==> src/rtl/mac_pkg.sv <==
// Shared types for the integer MAC initiator path: operand/accumulator widths,
// feeder FSM states and the buffered operand-pair record.
package mac_pkg;

  typedef logic signed [15:0] operand_t;
  typedef logic signed [31:0] acc_t;

  typedef enum logic [2:0] {
    IDLE,
    CLEAR,
    ISSUE,
    WAIT,
    NEXT,
    RESULT,
    ERROR
  } feeder_state_e;

  typedef struct packed {
    operand_t a;
    operand_t b;
    logic     last;
  } pair_t;

endpackage

==> src/rtl/mac_int_feeder_if.sv <==
// Bundle of the feeder's operand-in, MAC-side and result-out signals.
// Handshakes: a transfer happens on a rising edge where valid and ready are both
// high; in_valid/in_a/in_b/in_last must hold until accepted, and res_valid holds
// res_data stable until res_ready. mac_valid and mac_done are single-cycle pulses.
interface mac_int_feeder_if
  import mac_pkg::*;
();

  logic     in_valid;
  logic     in_ready;
  operand_t in_a;
  operand_t in_b;
  logic     in_last;

  logic     mac_clr;
  logic     mac_valid;
  operand_t mac_a;
  operand_t mac_b;
  acc_t     mac_y;
  logic     mac_done;

  logic     res_valid;
  acc_t     res_data;
  logic     res_ready;

  logic     busy;
  logic     timeout_err;

  modport master (
    input  in_valid, in_a, in_b, in_last, mac_y, mac_done, res_ready,
    output in_ready, mac_clr, mac_valid, mac_a, mac_b, res_valid, res_data,
           busy, timeout_err
  );

  modport slave (
    output in_valid, in_a, in_b, in_last, mac_y, mac_done, res_ready,
    input  in_ready, mac_clr, mac_valid, mac_a, mac_b, res_valid, res_data,
           busy, timeout_err
  );

endinterface

==> src/rtl/mac_pair_fifo.sv <==
// Synchronous FIFO of operand pairs with full/empty/count; head is visible on
// rd_data whenever the FIFO is non-empty.
module mac_pair_fifo
  import mac_pkg::*;
#(
  parameter int DEPTH = 8
) (
  input  logic                     clk,
  input  logic                     reset,
  input  logic                     push,
  input  logic                     pop,
  input  pair_t                    wr_data,
  output pair_t                    rd_data,
  output logic                     full,
  output logic                     empty,
  output logic [$clog2(DEPTH):0]   count
);

  localparam int AW = $clog2(DEPTH);
  localparam logic [AW:0] DEPTH_CNT = DEPTH[AW:0];

  pair_t          mem [DEPTH];
  logic [AW-1:0]  wptr;
  logic [AW-1:0]  rptr;
  logic           do_push;
  logic           do_pop;

  assign full    = (count == DEPTH_CNT);
  assign empty   = (count == '0);
  assign do_push = push && !full;
  assign do_pop  = pop && !empty;
  assign rd_data = mem[rptr];

  always_ff @(posedge clk) begin
    if (do_push) mem[wptr] <= wr_data;
  end

  // Power-of-two depth lets the pointers wrap by plain overflow.
  always_ff @(posedge clk) begin
    if (reset) begin
      wptr  <= '0;
      rptr  <= '0;
      count <= '0;
    end else begin
      if (do_push) wptr <= wptr + 1'b1;
      if (do_pop)  rptr <= rptr + 1'b1;
      case ({do_push, do_pop})
        2'b10:   count <= count + 1'b1;
        2'b01:   count <= count - 1'b1;
        default: count <= count;
      endcase
    end
  end

endmodule

==> src/rtl/mac_int_feeder.sv <==
// Initiator for mac_int_fsm: buffers operand pairs, issues them one per done,
// clears the accumulator at each vector start and returns one result per vector.
module mac_int_feeder
  import mac_pkg::*;
#(
  parameter int DEPTH   = 8,
  parameter int TIMEOUT = 15
) (
  input  logic                   clk,
  input  logic                   reset,
  mac_int_feeder_if.master       bus,
  output feeder_state_e          dbg_state,
  output logic [$clog2(DEPTH):0] dbg_count
);

  localparam int TW = $clog2(TIMEOUT + 1);

  feeder_state_e state;
  logic [TW-1:0] timer;
  logic          last_q;
  operand_t      mac_a_q;
  operand_t      mac_b_q;
  acc_t          res_q;

  pair_t         wr_pair;
  pair_t         head;
  logic          fifo_full;
  logic          fifo_empty;
  logic          push;
  logic          pop;

  assign wr_pair = '{a: bus.in_a, b: bus.in_b, last: bus.in_last};
  assign push    = bus.in_valid && bus.in_ready;
  assign pop     = (state == ISSUE);

  mac_pair_fifo #(.DEPTH(DEPTH)) u_fifo (
    .clk     (clk),
    .reset   (reset),
    .push    (push),
    .pop     (pop),
    .wr_data (wr_pair),
    .rd_data (head),
    .full    (fifo_full),
    .empty   (fifo_empty),
    .count   (dbg_count)
  );

  // Outputs decode from state and registers only; mac_done/res_ready never
  // reach an output combinationally.
  assign bus.in_ready    = !fifo_full && (state != ERROR);
  assign bus.mac_clr     = (state == CLEAR);
  assign bus.mac_valid   = (state == ISSUE);
  assign bus.mac_a       = mac_a_q;
  assign bus.mac_b       = mac_b_q;
  assign bus.res_valid   = (state == RESULT);
  assign bus.res_data    = res_q;
  assign bus.busy        = (state != IDLE);
  assign bus.timeout_err = (state == ERROR);
  assign dbg_state       = state;

  // Operands are loaded on the way into ISSUE so they are already valid in the
  // issue cycle and then held until the next issue.
  always_ff @(posedge clk) begin
    if (reset) begin
      state   <= IDLE;
      timer   <= '0;
      last_q  <= 1'b0;
      mac_a_q <= '0;
      mac_b_q <= '0;
      res_q   <= '0;
    end else begin
      case (state)
        IDLE: begin
          if (!fifo_empty) state <= CLEAR;
        end
        CLEAR: begin
          mac_a_q <= head.a;
          mac_b_q <= head.b;
          state   <= ISSUE;
        end
        ISSUE: begin
          last_q <= head.last;
          timer  <= '0;
          state  <= WAIT;
        end
        WAIT: begin
          if (bus.mac_done) begin
            if (last_q) begin
              res_q <= bus.mac_y;
              state <= RESULT;
            end else begin
              state <= NEXT;
            end
          end else if (timer == TW'(TIMEOUT)) begin
            state <= ERROR;
          end else begin
            timer <= timer + 1'b1;
          end
        end
        NEXT: begin
          if (!fifo_empty) begin
            mac_a_q <= head.a;
            mac_b_q <= head.b;
            state   <= ISSUE;
          end
        end
        RESULT: begin
          if (bus.res_ready) state <= IDLE;
        end
        ERROR: begin
          state <= ERROR;
        end
        default: state <= IDLE;
      endcase
    end
  end

endmodule
==> src/flat_wrapper.sv <==
// flat-port wrapper written by rule: the top's interface ports become plain ports
module mac_int_feeder_flat import mac_pkg::*;
#(
  parameter int DEPTH   = 8,
  parameter int TIMEOUT = 15
)
  (clk, reset, dbg_state, dbg_count, bus_in_valid, bus_in_a, bus_in_b, bus_in_last, bus_mac_y, bus_mac_done, bus_res_ready, bus_in_ready, bus_mac_clr, bus_mac_valid, bus_mac_a, bus_mac_b, bus_res_valid, bus_res_data, bus_busy, bus_timeout_err);
  mac_int_feeder_if bus_i ();
  input  logic clk;
  input  logic reset;
  output feeder_state_e dbg_state;
  output logic [$clog2(DEPTH):0] dbg_count;
  input wire logic [$bits(bus_i.in_valid)-1:0] bus_in_valid;
  input wire logic [$bits(bus_i.in_a)-1:0] bus_in_a;
  input wire logic [$bits(bus_i.in_b)-1:0] bus_in_b;
  input wire logic [$bits(bus_i.in_last)-1:0] bus_in_last;
  input wire logic [$bits(bus_i.mac_y)-1:0] bus_mac_y;
  input wire logic [$bits(bus_i.mac_done)-1:0] bus_mac_done;
  input wire logic [$bits(bus_i.res_ready)-1:0] bus_res_ready;
  output wire logic [$bits(bus_i.in_ready)-1:0] bus_in_ready;
  output wire logic [$bits(bus_i.mac_clr)-1:0] bus_mac_clr;
  output wire logic [$bits(bus_i.mac_valid)-1:0] bus_mac_valid;
  output wire logic [$bits(bus_i.mac_a)-1:0] bus_mac_a;
  output wire logic [$bits(bus_i.mac_b)-1:0] bus_mac_b;
  output wire logic [$bits(bus_i.res_valid)-1:0] bus_res_valid;
  output wire logic [$bits(bus_i.res_data)-1:0] bus_res_data;
  output wire logic [$bits(bus_i.busy)-1:0] bus_busy;
  output wire logic [$bits(bus_i.timeout_err)-1:0] bus_timeout_err;
  assign bus_i.in_valid = bus_in_valid;
  assign bus_i.in_a = bus_in_a;
  assign bus_i.in_b = bus_in_b;
  assign bus_i.in_last = bus_in_last;
  assign bus_i.mac_y = bus_mac_y;
  assign bus_i.mac_done = bus_mac_done;
  assign bus_i.res_ready = bus_res_ready;
  assign bus_in_ready = bus_i.in_ready;
  assign bus_mac_clr = bus_i.mac_clr;
  assign bus_mac_valid = bus_i.mac_valid;
  assign bus_mac_a = bus_i.mac_a;
  assign bus_mac_b = bus_i.mac_b;
  assign bus_res_valid = bus_i.res_valid;
  assign bus_res_data = bus_i.res_data;
  assign bus_busy = bus_i.busy;
  assign bus_timeout_err = bus_i.timeout_err;
  mac_int_feeder #(.DEPTH(DEPTH), .TIMEOUT(TIMEOUT)) u_core (.clk(clk), .reset(reset), .bus(bus_i), .dbg_state(dbg_state), .dbg_count(dbg_count));
endmodule
==> config.mk <==
export PLATFORM = sky130hd
export DESIGN_NAME = mac_int_feeder_flat
export DESIGN_NICKNAME = d
export VERILOG_FILES = /design/src/rtl/mac_pkg.sv /design/src/rtl/mac_int_feeder_if.sv /design/src/rtl/mac_pair_fifo.sv /design/src/rtl/mac_int_feeder.sv /design/src/flat_wrapper.sv
export SDC_FILE = /design/constraint.sdc
export NUM_CORES = 1
export LEC_CHECK = 0
export ABC_AREA = 1
export BUFFER_PORTS_ARGS = -buffer_cell sky130_fd_sc_hd__clkbuf_2
export CAP_MARGIN = 10
export CORE_ASPECT_RATIO = 0.9
export CORE_MARGIN = 2
export CORE_UTILIZATION = 65
export CTS_BUF_LIST = sky130_fd_sc_hd__clkbuf_4 sky130_fd_sc_hd__clkbuf_8
export DETAILED_ROUTE_END_ITERATION = 8
export GPL_ROUTABILITY_DRIVEN = 0
export PLACE_DENSITY = 0.95
export REMOVE_ABC_BUFFERS = 1
export SYNTH_ARGS = -nofsm -noshare
export SYNTH_HDL_FRONTEND = slang
export SYNTH_HIERARCHICAL = 1
export SYNTH_SLANG_ARGS = --single-unit
==> constraint.sdc <==
create_clock -name clk -period 5.2 [get_ports clk]
set_input_delay 0.26 -clock clk [delete_from_list [all_inputs] [get_ports clk]]
set_output_delay 0.26 -clock clk [all_outputs]
set_load 0.03 [all_outputs]
Word level (Yosys, flattened, before mapping)
Memory sizes are Yosys's and may differ from the RTL's. A register that Yosys moved wholly into a read port is not among the register bits. Index checks and enable logic that the tools add are counted.

Memories kept: 1. Memory bits (writable): 264. Register bits: 82.

Memory list: u_core.u_fifo.mem (words 8, width 33, rd ports 1, clocked after memory_dff 1, wr ports 1, line mac_pair_fifo.sv:22) `pair_t mem [DEPTH];`.

Muxes and demuxes: 19. Equal/unequal tests: 17. Reductions and logical operators: 16. Add/subtract/negate cells: 5.

Operators by type and width (count): $pmux 16 s2 (2); $mux 16 (2); $mux 3 (7); $pmux 3 s7 (1); $pmux 4 s2 (2); $ne 2x2->1 const B (5); $eq 3x3->1 const B (3); $add 4x1->4 const B (2); $eq 4x4->1 const B (2); $mux 4 (2); $add 3x1->3 const B (2); $eq 3x2->1 const B (2); $reduce_and 3->1 (2); $reduce_bool 2->1 (3); $logic_and 1x1->1 (4); $logic_not 4->1 (1); $reduce_and 4->1 (1); $sub 4x1->4 const B (1); $eq 3x1->1 const B (1); $logic_not 3->1 (1); $mux 1 (3); $ne 3x2->1 const B (1); $ne 3x3->1 const B (1); $reduce_bool 3->1 (1); other kinds (4) (5).

Longest topological paths before layout
Gate-level depths: netlist of run 1.

Depth in word-level cells: 7. Gate-level depth with buffers: 16. Mapped depth without buffers: 16.

Modules after synthesis
Netlist of run 1, hierarchy kept.

By module, submodules not included: mac_pair_fifo (cells each 838, area an instance 10966.8 µm², times used 1); mac_int_feeder (cells each 370, area an instance 2760.1 µm², times used 1).

Worst setup path after synthesis of run 1
Ideal clock, no wire load.

Path kind: reg-to-reg. From: register u_core.state[0], in the netlist u_core/dbg_state[0]. To: memory u_core/u_fifo/mem[1][0] in the netlist's numbering, enable pin. Stages on the path, launching flop included: 10. Arrival time: 3.184 ns. Data required time: 4.777 ns. Slack: 1.593 ns. Library setup time: 0.423 ns. Path through: dfxtp_1 > inv_1 > nand3_1 > inv_1 > or2_2 > nor2_1 > nand2_1 > nor2_1 > inv_1 > nor2_1.

Word-level cells in the longest chain between the ends: 6.

RTL lines: from (decl) (line mac_int_feeder.sv:18) `feeder_state_e state;`; from (signal assigned) (line mac_int_feeder.sv:65) `state <= IDLE;`; from (signal assigned) (line mac_int_feeder.sv:74) `if (!fifo_empty) state <= CLEAR;`; from (signal assigned) (line mac_int_feeder.sv:79) `state <= ISSUE;`; $ne 3x3->1 (line mac_int_feeder.sv:50) `assign bus.in_ready = !fifo_full && (state != ERROR);`; $logic_and 1x1->1 (line mac_int_feeder.sv:50); $logic_and 1x1->1 (line mac_int_feeder.sv:33) `assign push = bus.in_valid && bus.in_ready;`; via u_core.push (line mac_int_feeder.sv:29) `logic push;`; $logic_and 1x1->1 (line mac_pair_fifo.sv:30) `assign do_push = push && !full;`; $mux 1 (line mac_pair_fifo.sv:35) `if (do_push) mem[wptr] <= wr_data;`; $mux 1 (not written as such) (line mac_pair_fifo.sv:35); to (decl) (line mac_pair_fifo.sv:22).

The timed path passes the listed nets, and every way through them passes these cells.

Worst setup path in the final report of run 1
From: register u_core.state[0], in the netlist u_core/dbg_state[0]. To: memory u_core/u_fifo/mem[1][20] in the netlist's numbering, enable pin.

The elaborated chain is that of the path after synthesis.

==> results.cfg, run 1 <==
[outcome]
outcome = complete, no violations

[clocking]
clk_latency_ns = 0.60
tritoncts = built
cts.repair.resized = 0
cts_root_buffer = sky130_fd_sc_hd__clkbuf_8
holdBufCountCts = 65
cts_setup_buffers = 0
numClockSinks = 349
cts_made_buffers = 52
ctsLongestPathBuffers = 3
cts.htree.levels = 2
cts.reportedPaths.clkPinSlew_ns = 0.06

[layout]
layout-drive-gt1-share_pct = 17.9
final_cell_mix = sky130_fd_sc_hd__nor2_1, sky130_fd_sc_hd__edfxtp_1, sky130_fd_sc_hd__clkbuf_2, sky130_fd_sc_hd__nand2_1, sky130_fd_sc_hd__o21ai_0
nNetsFinal = 1486
layout_commonest_cell = sky130_fd_sc_hd__nor2_1
syn_to_final_growth_pct = 18.1

[synth]
syn_avg_cell_area_sq_um = 11.4
count_of_mapped_cells_out_of_synthesis = 1208
synth_top_flop_cell = sky130_fd_sc_hd__edfxtp_1
post-synth-top-area-cell = sky130_fd_sc_hd__edfxtp_1
syn-cell-area_sq_mm = 0.0137
ys_warn_count = 6
yosys.cell_types.count = 32
ys_ff_latch = 349
synth.yosys.seq_area_share_pct = 70.1
yosysTopAreaCellShare_pct = 57.8
synth_async_sr_flop_share_pct = 0
synth.top_cells.by_area = sky130_fd_sc_hd__edfxtp_1, sky130_fd_sc_hd__dfxtp_1, sky130_fd_sc_hd__nor2_1
post_synth_edffs = 264

[sta]
report.final.setup_viol = 0
setup_tns_ns = 0
period_minus_slack_ns = 3.28
timing.fmax_mhz = 305
rsz_0062_raised_after_global_routing = false
tightestPinTransition_ns = 1.28
layout_skew_ns = 0.0359
final.hold.worst_slack_ns = 0.104
report.final.hold_viol_count = 0
drv_slew = 0
period_share_pct = 63.0
timing.max_slew.rel_slack_pct = 14.1

[floorplan]
die-area_sq_mm = 0.0223
design.portCount = 147
std_cell_rows = 50
die_width_microns = 157
dieHeight_microns = 142
starting_density_of_the_core_pct = 66.1
core-area_sq_mm = 0.0208

[power]
worst_ir_drop_vdd_mv = 0.283
powerDensity_mw_per_mm2 = 471
static-leakage-power_nw = 6.23

[grt]
grt_max_degree = 100
grt_use_total_pct = 33.1
grt_pass1_wl_microns = 56100
globalRoute.totalOverflow = 0
antenna_violations_before_repair = 1
number_of_global_route_vias_before_repair = 10574

[worst_hold_path]
hold_path_class = input pin to flop

[routing]
number_of_drc_violations_after_detailed_routing_iteration_0 = 1584
remaining_routing_drc_violations = 0
drt-wirelength-per-cell_microns = 21.2
route.final.wire_length_microns = 36900
routed_via_density = 6.11
number_of_vias_in_the_routed_layout = 10651
drt_first_pass_iters = 6
postRouteAntennaNets = 0

[flow_run]
count_of_maximum_capacitance_violations = 0

[worst_setup_path]
worstSetupStartpointType = flop
critPathRequiredTime_ns = 5.38
critPathCaptureType = flop
crit_type = flop to flop
critical_path.max_fanout = 33
arrival_ns = 3.46

[placed_design]
place_hpwl_microns = 17100
place.port_buffers = 146
-- synth_stat cells (2+ instances only) --
library cell               number
sky130_fd_sc_hd__nor2_1       288
sky130_fd_sc_hd__edfxtp_1     264
sky130_fd_sc_hd__nand2_1      146
sky130_fd_sc_hd__o21ai_0      118
sky130_fd_sc_hd__dfxtp_1       85
sky130_fd_sc_hd__o21ai_1       83
sky130_fd_sc_hd__inv_1         34
sky130_fd_sc_hd__o22ai_1       34
sky130_fd_sc_hd__mux2i_1       33
sky130_fd_sc_hd__clkbuf_1      24
sky130_fd_sc_hd__buf_2         23
sky130_fd_sc_hd__nand3_1       14
sky130_fd_sc_hd__a21oi_1       13
sky130_fd_sc_hd__buf_6         11
sky130_fd_sc_hd__ha_1           6
sky130_fd_sc_hd__nand4_1        4
sky130_fd_sc_hd__buf_4          3
sky130_fd_sc_hd__buf_8          3
sky130_fd_sc_hd__inv_2          3
sky130_fd_sc_hd__buf_1          2
sky130_fd_sc_hd__nand3_2        2
sky130_fd_sc_hd__nor3_1         2
sky130_fd_sc_hd__nor3b_1        2
sky130_fd_sc_hd__or2_2          2
sky130_fd_sc_hd__xnor2_1        2
-- metal layers --
metal	up-vias	wire length (microns)	track usage, %	part of all wire [%]
li1	4614	-	-	-
met3	218	3840	7.30	10
met1	4933	12700	40.2	34
met5	-	0	0	0
met2	886	18000	54.3	49
met4	0	2310	20.8	6.2
-- report_power, final --
group	internal (mW)	switching, mW	leakage (nW)	total [mW]
sequential	3.34	0.221	3.09	3.56
combinational	0.491	1.28	2.57	1.78
clock	1.24	1.07	0.573	2.31
-- logic make-up after synthesis --
logic type,Yosys count,synth area share [%]
adders and majority gates,6,0.547
xor gates and xnor gates,3,0.191
muxes,33,2.41
AOI/OAI and AO/OA,249,9.41
buffers and inverters,105,4.15
and+or+nand+nor,463,13.2
DFF,349,70.1
-- worst paths after layout --
path	endpoint	cells after the start	startpoint	slack, ns
max	u_core/u_fifo/mem[1][20]	9	u_core/dbg_state[0]	1.92
min	u_core/dbg_state[2]	5	bus_res_ready	0.10
max reg2reg	u_core/u_fifo/mem[1][20]	9	u_core/dbg_state[0]	1.92
min reg2reg	flop	2	u_core/u_fifo/rptr[1]	0.50
-- registers in the layout, indices dropped and copies added (netlist names), 4 cells and up, named ones only --
register             flops
u_core/u_fifo/mem      264
u_core/timer             4
u_core/bus.mac_b        16
u_core/bus.mac_a        16
u_core/bus.res_data     32
u_core/u_fifo/count      4
-- final cells by class --
type                       count  area, sq um
timing repair buffer         215         1410
clock buffer                  78          917
multi-input combinational    754         3590
fill                        1062         4560
antenna                        2         5.00
clock inverter                20          149
tap                          286          358
inverter                      38          145
sequential                   349         9640
-- worst max-delay path, cell delays in order (launching register included) --
cell and delay (ns):
sky130_fd_sc_hd__dfxtp_1 0.48, sky130_fd_sc_hd__inv_1 0.15, sky130_fd_sc_hd__nand3_1 0.14, sky130_fd_sc_hd__inv_1 0.07, sky130_fd_sc_hd__or2_2 0.29, sky130_fd_sc_hd__nor2_1 0.17, sky130_fd_sc_hd__nand2_1 0.21, sky130_fd_sc_hd__nor2_1 0.16
sky130_fd_sc_hd__inv_1 0.18, sky130_fd_sc_hd__nor2_4 1.00
-- metrics by stage --
| step | setup slack [ns] | total power [mW] | cell area [sq um] | utilization, % | instances |
|---|---|---|---|---|---|
| 3_3_place_gp | 2.35 | 5.11 | 14500 | 69.8 | 1577 |
| 6_report | 1.92 | 7.64 | 16200 | 78.0 | 1742 |
| 4_1_cts | 2.12 | 7.52 | 16200 | 78.0 | 1740 |
| 2_1_floorplan | 0.658 | 4.67 | 13300 | - | 1141 |
| 5_1_grt | 1.74 | 7.90 | 16200 | 78.0 | 1741 |
| 3_5_place_dp | 2.20 | 5.21 | 14500 | 69.8 | 1577 |
Note: power is estimated with default switching activity, not from simulation.
==> inputs of run 2 (changes only) <==
CORE_UTILIZATION = 61   (was 65)
PLACE_DENSITY = 0.91   (was 0.95)
clock period = 3.2 ns   (was 5.2 ns; I/O delays follow)
==> run 2 against run 1 <==
Effect of this change:
- the flow now finishes with violations (design-rule violations)
- critical path depth up 6
- power up 63%
- non-clock buffer count up 15
- clock skew down 0.017 ns
- worst hold slack worse by 0.054 ns
- first-iteration DRC count down 4.9%
- sequential share of layout area down 0.46 points
- count of clock-buffer cells in the layout down 6
- flip-flop and latch count unchanged
- via count up 1.7%
- wire length up 1.5%
- die area up 6.4%
- largest cell class unchanged
- largest power group unchanged
==> results.cfg, run 2 (synthesis gave the netlist of run 1 again) <==
[worst_setup_path]
crit_type = flop to flop
cp_cell_sequence = inv_1 -> nand3_1 -> inv_1 -> or2_2 -> nor2_1 -> nand2_1 -> ha_1 -> nand2_1 -> inv_1 -> nor2_1 -> ha_1 -> a21oi_1 -> xnor2_1 -> o21ai_0 -> inv_1
critPathRequiredTime_ns = 3.65
critical-path-max-stage-delay_ns = 0.51
critical-path-top-cell-by-count = sky130_fd_sc_hd__inv_1
worstSetupStartpointType = flop
arrival_ns = 3.27
crit_path_slowest_cell = sky130_fd_sc_hd__dfxtp_1
critical_path.max_fanout = 8
critPathCaptureType = flop

[sta]
rsz_0062_raised_after_global_routing = false
timing.max_slew.rel_slack_pct = 24.3
setup_tns_ns = 0
layout_skew_ns = 0.0192
worst_slack_ns = 0.389
report.final.setup_viol = 0
period_share_pct = 87.9
report.final.hold_viol_count = 0
tightestPinTransition_ns = 1.13
drv_slew = 0
period_minus_slack_ns = 2.81
timing.fmax_mhz = 356
final.hold.worst_slack_ns = 0.0508

[clocking]
numClockSinks = 349
clk_latency_ns = 0.58
cts_made_buffers = 51
cts.htree.levels = 2
cts.reportedPaths.clkPinSlew_ns = 0.06
cts_root_buffer = sky130_fd_sc_hd__clkbuf_8
tritoncts = built
ctsLongestPathBuffers = 3
cts.repair.resized = 0

[routing]
drt-wirelength-per-cell_microns = 21.2
routed_via_density = 6.12
remaining_routing_drc_violations = 19
drt_first_pass_iters = 9
number_of_vias_in_the_routed_layout = 10828
postRouteAntennaNets = 0
number_of_drc_violations_after_detailed_routing_iteration_0 = 1507
route.final.wire_length_microns = 37500

[floorplan]
design.portCount = 147
dieHeight_microns = 146
std_cell_rows = 52
core-area_sq_mm = 0.0223
die_width_microns = 162
die-area_sq_mm = 0.0237
starting_density_of_the_core_pct = 61.5

[grt]
globalRouteMet1Util_pct = 38.2
number_of_global_route_vias_before_repair = 10748
top_usage_layer = met2
use_met3_pct = 6.82
antenna_violations_before_repair = 4
grt_max_degree = 109
grt_pass1_wl_microns = 57700
globalRoute.totalOverflow = 0
grt_use_total_pct = 31.4
grt_use_met2_pct = 52.4

[power]
static-leakage-power_nw = 6.29
powerDensity_mw_per_mm2 = 760
worst_ir_drop_vdd_mv = 0.373

[layout]
syn_to_final_growth_pct = 19.0
fillers = 1210
final_cell_mix = sky130_fd_sc_hd__nor2_1, sky130_fd_sc_hd__edfxtp_1, sky130_fd_sc_hd__clkbuf_2, sky130_fd_sc_hd__nand2_1, sky130_fd_sc_hd__o21ai_0
nNetsFinal = 1500
layout-drive-gt1-share_pct = 18.5
layout.core_utilization_pct = 73.2
layout_commonest_cell = sky130_fd_sc_hd__nor2_1
final_cell_count_no_fill = 1768
regMostFlops = u_core/u_fifo/mem
largest_register_ff_count = 264

[placed_design]
place.port_buffers = 146
place_inst = 1603
place_hpwl_microns = 17900
placement.setup.worst_slack_ns = 0.548

[worst_hold_path]
hold_path_class = input pin to flop

[flow_run]
count_of_maximum_capacitance_violations = 0

[outcome]
outcome = finished with violations
violations_in_the_final_reports = design-rule violations
[run 2: cell types whose count changed in the layout (fill, tap and decap cells not counted)]
cell                         before  now
sky130_fd_sc_hd__diode_2          2    4
sky130_fd_sc_hd__buf_4            4   17
sky130_fd_sc_hd__inv_6            3    0
sky130_fd_sc_hd__clkbuf_8        53   57
sky130_fd_sc_hd__clkbuf_4        25   15
sky130_fd_sc_hd__clkinv_2         5    8
sky130_fd_sc_hd__buf_12           0    2
sky130_fd_sc_hd__clkinv_1        10   12
sky130_fd_sc_hd__bufinv_16        2    1
sky130_fd_sc_hd__clkinvlp_4       0    3
[run 2: layout make-up]
class                           count  area [sq um]  area share [%]
Multi-Input combinational cell    754          3590            22.0
Tap cell                          297           372            2.27
Clock inverter                     24           138           0.843
Clock buffer                       72           897            5.49
Antenna cell                        4          10.0          0.0613
Sequential cell                   349          9640            59.0
Timing Repair Buffer              230          1550            9.48
Inverter                           38           145           0.888
[run 2: power breakdown]
part	internal, mW	switching (mW)	leakage, nW	total, mW
combinational	0.828	2.23	2.66	3.06
clock	1.90	1.75	0.544	3.65
sequential	5.42	0.293	3.09	5.71
total	8.15	4.27	6.29	12.4
[run 2: per-stage QoR]
step                cell area (sq um)  power, mW
finish                          16300       12.4
global route                    16300       12.9
CTS                             16300       12.1
detailed placement              14600       8.52
global placement                14600       8.36
floorplan                       13300       7.59
[run 2: routing by layer]
layer,up-vias,wire (microns)
li1,4637,-
met1,4968,12800
met2,991,18100
met3,232,4320
met4,0,2230
met5,-,0
[run 2: worst paths after layout]
path	start	to	slack (ns)	cells after the start
hold reg to reg	u_core/timer[1]	u_core/timer[1]	0.49	2
setup / recovery	u_core/dbg_state[0]	u_core/u_fifo/count[2]	0.39	15
hold / removal	reset	u_core/timer[2]	0.05	2
setup reg to reg	u_core/dbg_state[0]	u_core/u_fifo/count[2]	0.39	15
[run 2: critical path, delay by kind of cell, from the launching register on]
family / cells / cell delay (ns)
AOI/OAI and AO/OA: 2 / 0.23
adders and majority gates: 2 / 0.49
xor gates and xnor gates: 1 / 0.15
DFF: 1 / 0.51
buffers and inverters: 4 / 0.36
and+or+nand+nor: 6 / 0.98
[run 2: timing repair]
item                                   CTS  global route
setup buffers                            0             0
endpoints found under the hold margin  296             0
hold buffers                            65             0
